### src/rtl/uart_rx_cmd.sv
// 8N1 UART receiver with a single-entry holding register (valid/ready) and
// decode of the capture command byte into a one-cycle pulse.
module uart_rx_cmd #(
    parameter int          CLK_FREQ = 50_000_000,
    parameter int          BAUD     = 115200,
    parameter logic [7:0]  CMD_CAP  = 8'h43
) (
    input  logic       CLOCK_50,
    input  logic       rst_n,
    input  logic       rx,
    output logic [7:0] rx_data,
    output logic       rx_valid,
    input  logic       rx_ready,
    output logic       cmd_capture,
    output logic       frame_err,
    output logic       overrun,
    input  logic       err_clr
);

    localparam int CPB   = CLK_FREQ / BAUD;
    localparam int CNT_W = $clog2(CPB);
    localparam logic [CNT_W-1:0] HALF_LAST = CNT_W'(CPB / 2 - 1);
    localparam logic [CNT_W-1:0] FULL_LAST = CNT_W'(CPB - 1);

    typedef enum logic [2:0] {
        S_IDLE,
        S_START,
        S_DATA,
        S_STOP,
        S_BREAK
    } state_t;

    state_t           r_state;
    logic             r_rx_meta;
    logic             r_rx_s;
    logic             r_rx_prev;
    logic [CNT_W-1:0] r_cnt;
    logic [2:0]       r_bit;
    logic [7:0]       r_shift;
    logic [7:0]       r_data;
    logic             r_valid;
    logic             r_cap;
    logic             r_ferr;
    logic             r_ovr;

    assign rx_data     = r_data;
    assign rx_valid    = r_valid;
    assign cmd_capture = r_cap;
    assign frame_err   = r_ferr;
    assign overrun     = r_ovr;

    // Later assignments in this block override earlier ones: a byte completing
    // beats the handshake clear, and a flag set beats err_clr.
    always_ff @(posedge CLOCK_50) begin
        if (!rst_n) begin
            r_state   <= S_IDLE;
            r_rx_meta <= 1'b1;
            r_rx_s    <= 1'b1;
            r_rx_prev <= 1'b1;
            r_cnt     <= '0;
            r_bit     <= '0;
            r_shift   <= '0;
            r_data    <= '0;
            r_valid   <= 1'b0;
            r_cap     <= 1'b0;
            r_ferr    <= 1'b0;
            r_ovr     <= 1'b0;
        end else begin
            r_rx_meta <= rx;
            r_rx_s    <= r_rx_meta;
            r_rx_prev <= r_rx_s;
            r_cap     <= 1'b0;

            if (err_clr) begin
                r_ferr <= 1'b0;
                r_ovr  <= 1'b0;
            end
            if (r_valid && rx_ready)
                r_valid <= 1'b0;

            case (r_state)
                S_IDLE: begin
                    if (r_rx_prev && !r_rx_s) begin
                        r_cnt   <= '0;
                        r_state <= S_START;
                    end
                end
                S_START: begin
                    if (r_cnt == HALF_LAST) begin
                        r_cnt <= '0;
                        if (r_rx_s) begin
                            r_state <= S_IDLE;
                        end else begin
                            r_bit   <= '0;
                            r_state <= S_DATA;
                        end
                    end else begin
                        r_cnt <= r_cnt + 1'b1;
                    end
                end
                S_DATA: begin
                    if (r_cnt == FULL_LAST) begin
                        r_cnt          <= '0;
                        r_shift[r_bit] <= r_rx_s;
                        if (r_bit == 3'd7)
                            r_state <= S_STOP;
                        else
                            r_bit <= r_bit + 1'b1;
                    end else begin
                        r_cnt <= r_cnt + 1'b1;
                    end
                end
                S_STOP: begin
                    if (r_cnt == FULL_LAST) begin
                        r_cnt <= '0;
                        if (r_rx_s) begin
                            r_state <= S_IDLE;
                            if (!r_valid || rx_ready) begin
                                r_data  <= r_shift;
                                r_valid <= 1'b1;
                            end else begin
                                r_ovr <= 1'b1;
                            end
                            r_cap <= (r_shift == CMD_CAP);
                        end else begin
                            r_ferr  <= 1'b1;
                            r_state <= S_BREAK;
                        end
                    end else begin
                        r_cnt <= r_cnt + 1'b1;
                    end
                end
                S_BREAK: begin
                    // No new start bit is accepted until the line returns high.
                    if (r_rx_s)
                        r_state <= S_IDLE;
                end
                default: r_state <= S_IDLE;
            endcase
        end
    end

endmodule

### config.mk
export PLATFORM = sky130hd
export DESIGN_NAME = uart_rx_cmd
export DESIGN_NICKNAME = d
export VERILOG_FILES = /design/src/rtl/uart_rx_cmd.sv
export SDC_FILE = /design/constraint.sdc
export NUM_CORES = 1
export LEC_CHECK = 0
export ABC_AREA = 1
export CAP_MARGIN = 20
export CORE_UTILIZATION = 45
export DETAILED_ROUTE_END_ITERATION = 7
export GPL_ROUTABILITY_DRIVEN = 1
export PLACE_DENSITY = 0.66
export SLEW_MARGIN = 15
export SYNTH_ARGS = -nofsm -noshare
export SYNTH_HDL_FRONTEND = slang
export SYNTH_SLANG_ARGS = --single-unit
### constraint.sdc
create_clock -name CLOCK_50 -period 3.2 [get_ports CLOCK_50]
set_input_delay 0.32 -clock CLOCK_50 [delete_from_list [all_inputs] [get_ports CLOCK_50]]
set_output_delay 0.32 -clock CLOCK_50 [all_outputs]
set_load 0.02 [all_outputs]
-- Word-level counts from Yosys, hierarchy flattened
Cells that the tools add are included.
- reduce and logical (&&, ||, !) cells: 16
- equal/unequal tests: 16
- mux-type cells: 35
- add/subtract/negate cells: 2
- $lt $le $gt $ge: 2
- operators with widths (kind ; count):
    2-to-1 mux 3 bit ; 11
    2-to-1 mux 9 bit ; 3
    case mux 9 bit (3 select lines) ; 1
    inequality test 2 bit, second input constant ; 8
    2-to-1 mux 1 bit ; 15
    case mux 3 bit (5 select lines) ; 1
    adder 9 x 1 -> 9 bit, second input constant ; 1
    == test 9 x 8 -> 1 bit, second input constant ; 1
    == test 9 bit, second input constant ; 1
    bitwise mux 8 bit ; 1
    == test 8 x 7 -> 1 bit, second input constant ; 1
    AND reduction 4 bit ; 2
    == test 3 x 2 -> 1 bit, second input constant ; 2
    == test 3 bit, second input constant ; 2
    case mux 3 bit (2 select lines) ; 1
    AND reduction 6 bit ; 1
    AND reduction 5 bit ; 1
    < comparator 3 x 4 -> 1 bit, second input constant ; 1
    AND reduction 2 bit ; 2
    adder 3 x 1 -> 3 bit, second input constant ; 1
    demux 1 bit (select 3 bit) ; 1
    == test 3 x 1 -> 1 bit, second input constant ; 1
    greater-or-equal comparator 3 x 1 -> 1 bit, second input constant ; 1
    logical AND 1 bit ; 3
    7 further kinds ; 8
- word-level logic and storage cells: 83
- output and inout port bits: 12
- input port bits: 5
- register bits after elaboration: 38

-- Logic depth before layout (Yosys ltp)
Gate-level depths: netlist (run 1).
- depth after elaboration: 6
- gate-level depth with buffers: 11
- gate-level depth less buffers: 10

-- Least setup slack after synthesis (run 1)
No wires, ideal clock.
- path kind: flip-flop to flip-flop
- from: register r_cnt[1]
- to: register r_data[0], in the netlist rx_data[0]
- setup time: 113 ps
- stages on the path, launching flop included: 11
- clock period less this slack: 1392 ps
- slack: 1808 ps
- required time: 3087 ps
- data arrival time: 1279 ps
- buffers on the path: 1
- path through: dfxtp_1 > inv_1 > ha_1 > nand2_1 > nor2_1 > nand2_4 > clkinv_2 > nand3_4 > buf_6 > nor2_1 > nor2_1
- word-level cells in the longest chain between the ends: 2
- RTL lines (item ; RTL line ; source):
    from (decl) ; 37 ; logic [CNT_W-1:0] r_cnt;
    from (signal assigned) ; 98 ; r_cnt <= r_cnt + 1'b1;
    from (signal assigned) ; 110 ; r_cnt <= r_cnt + 1'b1;
    from (signal assigned) ; 130 ; r_cnt <= r_cnt + 1'b1;
    == test 9 bit ; 114 ; if (r_cnt == FULL_LAST) begin
    AND reduction 4 bit (no source line) ; n/a ;
    to (signal assigned) ; 119 ; r_data <= r_shift;
    to (decl) ; 40 ; logic [7:0] r_data;
Every way passes these cells.
A chain may end at the register's enable or synchronous reset.

-- Worst setup path after layout (run 1)
- from: register r_cnt[0]
- to: register r_cnt[3]
- word-level cells in the longest chain between the ends: 3
- elaborated cells between the ends (all ways): 6
- those cells by class: 1 x add/sub; 2 x eq/ne; 3 x mux
- RTL lines (item ; RTL line ; source):
    adder 9 x 1 -> 9 bit, or another cell as far along ; 98, 110, 130 ;
    2-to-1 mux 9 bit (on tied branches) ; 102, 114, 89 ;
    case mux 9 bit (3 select lines) * ; 81 ; case (r_state)
Every way passes the cells marked *; elsewhere a longest branch is shown, timed or not.

==> results.toml, run 1 <==
[power]
p_seq_share_pct = 41.7
sw_frac_of_total_pct = 38.7
p_clk_share_pct = 25.5
p_per_area_nw_per_um2 = 601
combPwrFrac_pct = 32.7
p_sw_uw = 520
internal-power_uw = 822
power_leakage_uw = 0.000951
finalPower_uw = 1340
vdd_drop_max_uv = 409

[clocking]
cts_root_buffer = "clkbuf_8"
h-tree-depth = 2
hold_buffers = 0
path_clk_slew_ns = 0.08
cts_resized = 0
post_cts.repair.setup_buffers = 0
clk_path_buf_depth = 2
clk-insertion-delay-late_ns = 0.29
cts_sinks = 38
cts_buffers = 5
cts_tree = "built"

[detailed_routing]
remaining_drc_errors = 0
via_count = 1727
wirelength_mm = 3.79
wl_per_cell_um = 10.6
drt_iter0_markers = 84
dr.pass1.iters = 4
ant_nets = 0
via_per_inst = 4.84

[global_routing]
antenna_found_initial = 0
grt_pass1_wl_mm = 6.58
grt_overflow = 0
grt_pass1_vias = 1491
track_usage_pct = 19.1
grt_max_degree = 19

[placed_design]
dpl.hpwl_mm = 2.71
gp_congestion = 0.792
dpl-instance-area_um2 = 2140
io_buffers = 16

[sta]
slew_headroom_pct = 65.8
skew_ns = 0.00545
report.final.slew_viol_count = 0
timing.final.crit_share_pct = 49.5
rsz0062_at_grt = "no"
fmax_mhz = 631
finalHoldViolations = 0
period_needed_ns = 1.58
tns_ns = 0
tightest_slew_ns = 0.513
setup_viol = 0

[die]
die_area_um2 = 4570
die_h_um = 67.6
rows = 23
die-width_um = 67.6
ios = 17
coreArea_um2 = 4060
start_util_pct = 47.7

[yosys]
avgSynthCellArea_um2 = 6.75
synth_mux_area_share_pct = 0
ys.warnings.count = 0
synth_area_um2 = 1940
synth_simple_gate_area_share_pct = 41.9
ys_ff_latch = 38
synth_nets = 297
seq_area_frac_synth_pct = 39.3
synth.distinct_cells = 27
synth-adder-area-share_pct = 3.23
synthCells = 287
synth_compound_area_share_pct = 6.27
yosys.area_share.xor_xnor_pct = 0
synth_top_family_by_area = "simple AND/OR/NAND/NOR gates"

[final_layout]
fin_util_pct = 55.0
register_area_um2 = 761
layout_commonest_cell = "nand2_1"
drive_gt1_share_pct = 9.77
nets = 316
fillers = 412
multi_input_area_um2 = 995
diodes = 0
fin_area_um2 = 2230
layout_common_cells = "nand2_1 (72), nor2_1 (52), dfxtp_1 (38)"
synthToLayoutAreaGrowth_pct = 15.2

[critical_path]
cp.required_ns = 3.38
worstSetupEndpointType = "register"
reg2reg_depth = 8
worstPathArrival_ns = 1.76
cp-start-kind = "register"
crit_type = "reg -> reg"
critPathMaxFanout = 6

[worst_hold_path]
whs_path_depth = 1
hp-class = "reg -> reg"

[run]
maxCapViolCount = 0

[status]
status = "finished clean"
-- state kept, by name, summed over array words and instances (netlist names) --
name	cells
cmd_capture	1
frame_err	1
overrun	1
r_bit	3
r_cnt	9
r_rx_meta	1
r_rx_prev	1
r_rx_s	1
r_shift	8
r_state	3
rx_data	8
rx_valid	1
-- final timing paths --
path / from / to / slack (ns)
setup / recovery: r_cnt[0] / r_cnt[3] / 1.62
hold / removal: r_rx_meta / r_rx_s / 0.42
setup reg to reg: r_cnt[0] / r_cnt[3] / 1.62
hold reg to reg: r_rx_meta / r_rx_s / 0.42
-- power by group through the flow --
| stage | combinational [µW] | clock, µW | sequential [µW] |
|---|---|---|---|
| floorplan | 352 | 0 | 557 |
| global placement | 429 | 0 | 568 |
| detailed placement | 433 | 0 | 570 |
| CTS | 439 | 360 | 559 |
| global route | 504 | 372 | 564 |
| finish | 439 | 343 | 560 |
-- synthesized netlist by cell type (all sizes together) --
| cell | n | area (µm²) |
|---|---|---|
| dfxtp | 38 | 761 |
| clkinv | 1 | 5.00 |
| buf | 3 | 23.8 |
| nand3 | 23 | 133 |
| ha | 5 | 62.6 |
| a21oi | 18 | 101 |
| nor3b | 1 | 12.5 |
| or2 | 2 | 12.5 |
| o21ai | 4 | 20.0 |
| nand2 | 77 | 307 |
| clkbuf | 2 | 7.51 |
| nand4 | 12 | 75.1 |
| nor3 | 6 | 30.0 |
| inv | 38 | 145 |
| nor2 | 57 | 241 |
-- worst max-delay path: stages, from the launching register on --
cell and delay, ns:
dfxtp_1 0.40, ha_1 0.16, nand2_1 0.06, nor2_1 0.18, nand2_4 0.11, nand2_1 0.16, nand3_1 0.14, nand2_1 0.19
nor2_1 0.07
-- through the flow --
| stage | cells | hold slack, ns | setup WS [ns] |
|---|---|---|---|
| after CTS | 357 | 0.425 | 1.59 |
| final | 357 | 0.421 | 1.62 |
| after detailed placement | 349 | 0.406 | 1.44 |
| after global placement | 349 | 0.399 | 1.46 |
| after floorplan | 287 | 0.393 | 1.81 |
| after global routing | 357 | 0.454 | 1.48 |
-- cell families after synthesis --
family,Yosys count
fa+ha+maj,5
flops,38
buf+inv,44
compound gates,22
simple gates,178
-- layer usage --
layer / vias to the layer above / global-route usage (%) / part of all wire, %
li1: 943 / - / -
met1: 758 / 24.7 / 52
met2: 22 / 31.2 / 45
met3: 4 / 5.07 / 3.0
met4: 0 / 4.79 / 0.63
met5: - / 0 / 0
-- cell type report --
cell class,count,share of cell area (%)
Multi-Input combinational cell,205,44.6
Tap cell,50,2.80
Clock buffer,6,3.70
Inverter,39,6.73
Clock inverter,2,0.561
Timing Repair Buffer,17,7.52
Sequential cell,38,34.1
Power figures use the tool's default switching activity.
==> inputs of run 2 (changes only) <==
- PLACE_DENSITY: 0.66 -> 0.68
- clock period: 3.2 -> 1.3 ns (I/O delays scaled with it)
==> results.toml, run 2 (synthesized netlist as in run 1, its figures left out) <==
[critical_path]
timing.rr.start = "r_cnt[1]"
path_cells = "inv_4, ha_4, nand2_4, nor2_4, nand2_8, nand2_8, buf_6, nand4_1, a21oi_2"
r2r_end = "r_state[2]"
worstSetupEndpointType = "register"
startpoint = "r_cnt[1]"
cp.required_ns = 1.53
cp_slowest_stage_delay_ns = 0.34
cp-start-kind = "register"
cpMaxStageDelayCell = "dfxtp_2"
critPathMaxFanout = 7
crit_type = "reg -> reg"
worstPathArrival_ns = 1.68
reg2reg_depth = 9
crit_end = "r_state[2]"
cpMostUsedCell = "nand2_8"
r2r_setup_slack_ns = -0.14

[placed_design]
pre_cts_slack_ns = -0.0966
dpl-instance-area_um2 = 2360
dpl.hpwl_mm = 3.05
gp_congestion = 0.876
io_buffers = 16

[clocking]
clk-insertion-delay-late_ns = 0.30
cts_sinks = 38
cts_buffers = 5
cts_root_buffer = "clkbuf_8"
h-tree-depth = 2
path_clk_slew_ns = 0.08
cts_tree = "built"
clk_path_buf_depth = 2
hold_buffers = 0

[power]
p_per_area_nw_per_um2 = 1560
combPwrFrac_pct = 44.4
sw_frac_of_total_pct = 38.3
power_leakage_uw = 0.00120
p_seq_share_pct = 32.2
p_clk_share_pct = 23.4
vdd_drop_max_uv = 1100
p_sw_uw = 1630
internal-power_uw = 2620

[run]
maxCapViolCount = 0

[sta]
tns_ns = -2.63
setup_viol = 34
timing.final.crit_share_pct = 111
report.final.slew_viol_count = 0
tightest_slew_ns = 0.275
slew_headroom_pct = 81.6
finalHoldViolations = 0
period_needed_ns = 1.44
setup_ws_ns = -0.144
rsz0062_at_grt = "yes"
fmax_mhz = 693
skew_ns = 0.0136

[final_layout]
drive_gt1_share_pct = 30.7
layout_common_cells = "nand2_1 (61), nor2_1 (43), dfxtp_1 (35)"
synthToLayoutAreaGrowth_pct = 40.8
largest_register_ff_count = 9
fin_util_pct = 67.2
nets = 348
fin_area_um2 = 2730
largest_register = "r_cnt"
layout_commonest_cell = "nand2_1"
diodes = 0

[detailed_routing]
dr.pass1.iters = 4
wl_per_cell_um = 12.3
via_per_inst = 5.04
wirelength_mm = 4.80
drt_iter0_markers = 107
ant_nets = 0
via_count = 1961
remaining_drc_errors = 0

[worst_hold_path]
hp-class = "in -> reg"

[die]
die_h_um = 67.6
start_util_pct = 47.7
die-width_um = 67.6
coreArea_um2 = 4060
rows = 23
die_area_um2 = 4570
ios = 17

[global_routing]
grt_max_degree = 13
antenna_found_initial = 0
grt_pass1_wl_mm = 7.30
grt_pass1_vias = 1700
grt_overflow = 0
track_usage_pct = 21.6

[status]
violations = "setup timing"
status = "finished, violations left"
run 2: cell type report:
type                       instances  area (µm²)
tap                               50        62.6
timing repair buffer              47         385
fill                             336        1330
sequential                        38         767
multi-input combinational        207        1240
inverter                          39         164
clock inverter                     3        40.0
clock buffer                       5        68.8
run 2: metal layers:
layer / wire length, µm / GRT usage [%] / vias up
li1: - / - / 1011
met3: 171 / 4.05 / 12
met1: 2190 / 27.5 / 887
met4: 108 / 10.6 / 0
met2: 2330 / 34.4 / 51
met5: 0 / 0 / -
run 2: worst min-delay path by stage:
stage / startpoint / to / slack [ns] / depth (start not counted)
after floorplan: rx / r_rx_meta / 0.24 / 1
after global placement: r_rx_meta / r_rx_s / 0.39 / 1
after detailed placement: r_rx_meta / r_rx_s / 0.40 / 1
after CTS: rx / r_rx_meta / 0.40 / 2
after global routing: rx / r_rx_meta / 0.42 / 2
final: rx / r_rx_meta / 0.39 / 2
run 2: critical path: cells and delay by family (launching register included):
family                   cells  cell delay [ns]
AND/OR/NAND/NOR              5             0.56
adder cells (fa/ha/maj)      1             0.14
flip-flops                   1             0.34
AO/OA/AOI/OAI                1             0.16
buffers and inverters        2             0.18
run 2: what timing repair did:
action	in CTS	in global routing
buffers inserted	0	2
pin swaps	2	21
gates resized for setup	25	49
endpoints found under the setup margin	41	35
cloned	1	1
run 2: power by group through the flow:
stage	Combinational [µW]	Sequential, µW	Clock, µW
2_1_floorplan	875	1380	0
3_3_place_gp	1400	1370	0
3_5_place_dp	1410	1370	0
4_1_cts	1510	1350	1000
5_1_grt	2080	1380	1060
6_report	1890	1370	994
run 2: per-stage QoR:
step / power (µW) / std cells / hold WS (ns)
floorplan: 2250 / 287 / 0.237
global placement: 2770 / 377 / 0.395
detailed placement: 2780 / 377 / 0.399
CTS: 3860 / 386 / 0.396
global route: 4520 / 389 / 0.417
finish: 4250 / 389 / 0.395
==> RTL change 1: new RTL, settings of run 2 <==
Set the parameter `CLK_FREQ` to 200_000_000 (it was 50_000_000).
--- a/src/rtl/uart_rx_cmd.sv
+++ b/src/rtl/uart_rx_cmd.sv
@@ -1,7 +1,7 @@
 // 8N1 UART receiver with a single-entry holding register (valid/ready) and
 // decode of the capture command byte into a one-cycle pulse.
 module uart_rx_cmd #(
-    parameter int          CLK_FREQ = 50_000_000,
+    parameter int          CLK_FREQ = 200_000_000,
     parameter int          BAUD     = 115200,
     parameter logic [7:0]  CMD_CAP  = 8'h43
 ) (
Check against the original RTL: same outputs for any inputs over 10 cycles, from zero or initial values and one cycle with rst_n low; that may be too few to reach the edited logic, so the function may still have changed.
==> RTL change 1 against run 2 <==
The flow still finishes with violations (setup timing). Power rose by 0.15%. Cell area increased by 14%. Die area is 9.7% higher. Area after synthesis rose by 10%. Setup slack better by 0.019 ns. Routed wire length up 23%. Sequential cell count grew 2. Non-clock buffer count up 23. Largest power group unchanged.
==> RTL change 1: results (changes against run 2) <==
| Metric | Value |
|---|---|
| Filler cells | 364 (was 336) |
| Pre-CTS WS | -0.168 ns (was -0.0966 ns) |
| Diodes inserted | 0 (unchanged) |
| Num CTS Buffers | 5 (unchanged) |
| Reg2reg start | r_cnt[1] (unchanged) |
| H-tree Lvls | 2 (unchanged) |
| RR Endpoint | r_shift[5] (was r_state[2]) |
| Setup violators final | 35 (was 34) |
| Worst r2r path cells | 8 (was 9) |
| CP peak stage delay | 0.36 ns (was 0.34 ns) |
| Final WS setup | -0.125 ns (was -0.144 ns) |
| Leakage power | 1.35 nW (was 1.20 nW) |
| Antenna violations before repair | 0 (unchanged) |
| Synth top cells by count | nand2_1 (76), nor2_1 (49), dfxtp_1 (40) (was nand2_1 (72), nor2_1 (52), dfxtp_1 (38)) |
| Primary FF master, synth | dfxtp_1 (unchanged) |
| First DRT Iteration DRCs | 209 (was 107) |
| Largest net degree at the start of global routing | 17 (was 13) |
| Final setup skew | 0.00897 ns (was 0.0136 ns) |
| Worst VDD drop | 1.32 mV (was 1.10 mV) |
| Count of cell types in the netlist | 34 (was 27) |
| Global-route wire length before repair | 9540 um (was 7300 um) |
| Tightest Pin Transition | 0.341 ns (was 0.275 ns) |
| Register area share after synthesis | 37.6% (was 39.3%) |
| Drt first pass iters | 6 (was 4) |
| CP top delay family | simple AND/OR/NAND/NOR gates (unchanged) |
| I/O Buffers | 16 (unchanged) |
| Share of layout cells above drive strength 1 | 37.1% (was 30.7%) |
| GRT Total Usage | 24.0% (was 21.6%) |
| HP Start | rx (unchanged) |
| Area contributors post-synth | dfxtp_1 (38%), nand2_1 (13%), nor2_1 (8.6%), nand3_1 (5.4%), inv_1 (5.3%) (was dfxtp_1 (39%), nand2_1 (14%), nor2_1 (10%), inv_1 (6.6%), nand3_1 (5.4%)) |
| Vias in the first global route | 2109 (was 1700) |
| Vias | 2266 (was 1961) |
| GP Congestion | 0.874 (was 0.876) |
| Max FO, Critical Path | 4 (was 7) |
| Placement Cell Area | 2740 sq um (was 2360 sq um) |
| Clk Latency, worst-skew pair | 0.30 ns (about the same) |
| Dpl hpwl | 3980 um (was 3050 um) |
| Hold path endpoint | r_rx_meta (unchanged) |
| Post-DR wirelength/cell | 13.5 um (was 12.3 um) |
| Most flops, register | r_cnt (unchanged) |
| Status | finished with violations (unchanged) |
| Slowest-stage cell, CP | dfxtp_2 (unchanged) |
| Layout net count | 390 (was 348) |
| Ys Warns | 0 (unchanged) |
| Syn_nets | 319 (was 297) |
| Violated checks | setup timing (unchanged) |
| Flip-flop count of the largest register after layout | 11 (was 9) |
## RTL change 1: changes by cell type in the layout (fill, tap and decap cells not counted), sizes merged, moves of 2 or more
cell	run 2	this run
nand4	12	17
dfxtp	38	40
nand3	24	27
nand2	77	82
buf	31	54
inv	38	35
ha	5	3
nor3	6	12
## RTL change 1: area by class of cell
cell class / instances / share of cell area, %
Inverter: 35 / 4.29
Tap cell: 52 / 2.08
Timing Repair Buffer: 70 / 18.6
Sequential cell: 40 / 26.2
Multi-Input combinational cell: 230 / 45.1
Clock buffer: 5 / 2.20
Clock inverter: 3 / 1.52
## RTL change 1: cells by family (layout without fill, tap and decap cells)
group | after synthesis | after routing | synth area share [%]
adder cells (fa/ha/maj) | 3 | 3 | 1.76
XOR/XNOR | 1 | 1 | 0.411
flip-flops | 40 | 40 | 37.6
buffers and inverters | 42 | 113 | 8.34
AND/OR/NAND/NOR | 200 | 201 | 45.6
AO/OA/AOI/OAI | 25 | 25 | 6.34
## RTL change 1: stage by stage
step	hold WS (ns)	utilization, %	power (mW)	instances	TNS (ns)
2_1_floorplan	0.237	-	2.40	311	-0.0369
3_3_place_gp	0.397	61.6	2.82	421	-2.06
3_5_place_dp	0.405	61.6	2.84	421	-2.95
4_1_cts	0.386	65.9	3.97	431	-1.45
5_1_grt	0.395	70.2	4.49	435	-5.40
6_report	0.388	70.2	4.26	435	-2.43
## RTL change 1: how the worst max path moves through the flow
stage,startpoint,endpoint,slack [ns],cells past startpoint
after floorplan,r_cnt[1],rx_data[3],-0.005,6
after global placement,r_cnt[2],r_cnt[9],-0.15,9
after detailed placement,r_cnt[2],r_cnt[9],-0.17,9
after CTS,r_cnt[1],r_cnt[4],-0.09,8
after global routing,r_cnt[1],r_shift[5],-0.20,8
final,r_cnt[1],r_shift[5],-0.12,8
## RTL change 1: per-layer routing
metal | wire length, um | track usage, % | vias up
met4 | 72 | 5.33 | 0
met1 | 2610 | 32.6 | 1042
met3 | 317 | 4.27 | 9
met5 | 0 | 0 | -
li1 | - | - | 1157
met2 | 2900 | 40.1 | 58
## RTL change 1: timing repair
action | 4_1_cts | 5_1_grt
cloned | 1 | 0
hold buffers | 0 | 0
pin swaps | 17 | 15
setup buffers | 1 | 4
resized for setup | 33 | 48
endpoints found under the setup margin | 47 | 36
## RTL change 1: report_power, final
group	internal, mW	switching [mW]
registers	1.30	0.0751
clock network	0.578	0.477
logic	0.723	1.10
total	2.60	1.65
==> RTL change 2: new RTL, settings of run 2 <==
Made on the original files. Encoding of `state_t`: now Gray code (3 bits for 5 states).
--- a/src/rtl/uart_rx_cmd.sv
+++ b/src/rtl/uart_rx_cmd.sv
@@ -23,11 +23,11 @@
     localparam logic [CNT_W-1:0] FULL_LAST = CNT_W'(CPB - 1);
 
     typedef enum logic [2:0] {
-        S_IDLE,
-        S_START,
-        S_DATA,
-        S_STOP,
-        S_BREAK
+        S_IDLE  = 3'b000,
+        S_START = 3'b001,
+        S_DATA  = 3'b011,
+        S_STOP  = 3'b010,
+        S_BREAK = 3'b110
     } state_t;
 
     state_t           r_state;
Behaviour: no difference found for any inputs over 10 cycles, from zero or initial values and one cycle with rst_n low; not proved beyond that.
==> RTL change 2 against run 2 <==
The run still ends with setup timing left. Count of clock-buffer cells in the layout increased by 1. Routed wire length down 7.3%. Sequential power fell by 3%. Cell count up 0.77%. Sequential cell count stayed put. Setup slack worse by 0.00067 ns. Clock power is 26% higher. Global-route usage increased by 0.45 points. Clock skew shrank 0.0013 ns. Power shrank 12%. Area after synthesis shrank 1.9%. Worst hold slack improved by 0.013 ns. Cell area decreased by 0.78%. Critical path type unchanged. Critical endpoint is now r_bit[2].
==> RTL change 2: results (changes against run 2) <==
| Metric | Value |
|---|---|
| Post-synthesis adder-cell area fraction | 3.29% (was 3.23%) |
| Asr flop ratio synth | 0% (unchanged) |
| Register area share after synthesis | 40.1% (was 39.3%) |
| Compound-Gate Fraction of Synth Area | 7.31% (was 6.27%) |
| Syn_nets | 301 (was 297) |
| Vias | 1907 (was 1961) |
| CP top delay family | simple AND/OR/NAND/NOR gates (unchanged) |
| Hold Path Depth | 2 (unchanged) |
| Dpl hpwl | 3100 um (was 3050 um) |
| Sequential share of power | 35.6% (was 32.2%) |
| Primary FF master, synth | dfxtp_1 (unchanged) |
| Sequential Area | 774 sq um (was 767 sq um) |
| Setup violators final | 27 (was 34) |
| Post-synthesis instance total | 291 (was 287) |
| Count of cell types in the netlist | 26 (was 27) |
| Status | finished with violations (unchanged) |
| Cell Int Power | 2.57 mW (was 2.62 mW) |
| Vias in the first global route | 1698 (was 1700) |
| Tightest Pin Transition | 0.296 ns (was 0.275 ns) |
| Setup TNS | -2.57 ns (was -2.63 ns) |
| RR Endpoint | r_bit[2] (was r_state[2]) |
| Cell Count Post-Placement | 382 (was 377) |
| HP Start | rx (unchanged) |
| Worst VDD drop | 0.943 mV (was 1.10 mV) |
| Filler cells | 346 (was 336) |
| Layout Cells excl Fill | 392 (was 389) |
| Final hold slack | 0.408 ns (was 0.395 ns) |
| GP Congestion | 0.839 (was 0.876) |
| Synth Area in XOR/XNOR | 0.461% (was 0%) |
| Synth top cells by count | nand2_1 (78), nor2_1 (54), inv_1 (40) (was nand2_1 (72), nor2_1 (52), dfxtp_1 (38)) |
| Post-DR wirelength/cell | 11.4 um (was 12.3 um) |
| Worst r2r path cells | 10 (was 9) |
| Global-route wire length before repair | 7410 um (was 7300 um) |
| Max FO, Critical Path | 5 (was 7) |
| Largest net degree at the start of global routing | 18 (was 13) |
| Most flops, register | r_cnt (unchanged) |
| Seq pwr | 1.33 mW (was 1.37 mW) |
| Final setup skew | 0.0123 ns (was 0.0136 ns) |
| Clk Latency, worst-skew pair | 0.30 ns (about the same) |
| Placement Cell Area | 2350 sq um (was 2360 sq um) |
| Layout net count | 351 (was 348) |
| Drt first pass iters | 4 (unchanged) |
| Area contributors post-synth | dfxtp_1 (40%), nand2_1 (15%), nor2_1 (11%), inv_1 (7.9%), nand3_1 (6.9%) (was dfxtp_1 (39%), nand2_1 (14%), nor2_1 (10%), inv_1 (6.6%), nand3_1 (5.4%)) |
| Power Clock | 1.25 mW (was 994 uW) |
| Slowest-stage cell, CP | dfxtp_2 (unchanged) |
| First DRT Iteration DRCs | 114 (was 107) |
| Share of layout cells above drive strength 1 | 28.1% (was 30.7%) |
| Num CTS Buffers | 5 (unchanged) |
| Final WS setup | -0.144 ns (about the same) |
| Leakage power | 1.28 nW (was 1.20 nW) |
| Violated checks | setup timing (unchanged) |
| Multiplexer share of the synthesized area | 0% (unchanged) |
| GRT Total Usage | 22.0% (was 21.6%) |
-- RTL change 2: cell count changes after synthesis, moves of 3 or more --
cell,before,now
o21bai_1,0,3
nand4_1,12,2
inv_1,34,40
nand2_1,72,78
nand3_1,21,26
-- RTL change 2: cell type report --
type / count / area share, %
clock buffers: 6 / 3.05
inverters: 42 / 6.01
flip-flops and latches: 38 / 28.6
clock inverters: 2 / 2.22
repair buffers: 50 / 15.4
well taps: 50 / 2.31
multi-input cells: 204 / 42.4
-- RTL change 2: layer usage --
layer	part of all wire, %	GRT usage [%]
met5	0	0
met2	47	35.6
met3	4.3	5.14
met4	1.6	7.18
met1	47	28.5
-- RTL change 2: timing repair --
| action | CTS | global route |
|---|---|---|
| setup buffers | 2 | 0 |
| pin swaps | 5 | 14 |
| endpoints found under the setup margin | 45 | 35 |
| gates resized for setup | 35 | 36 |
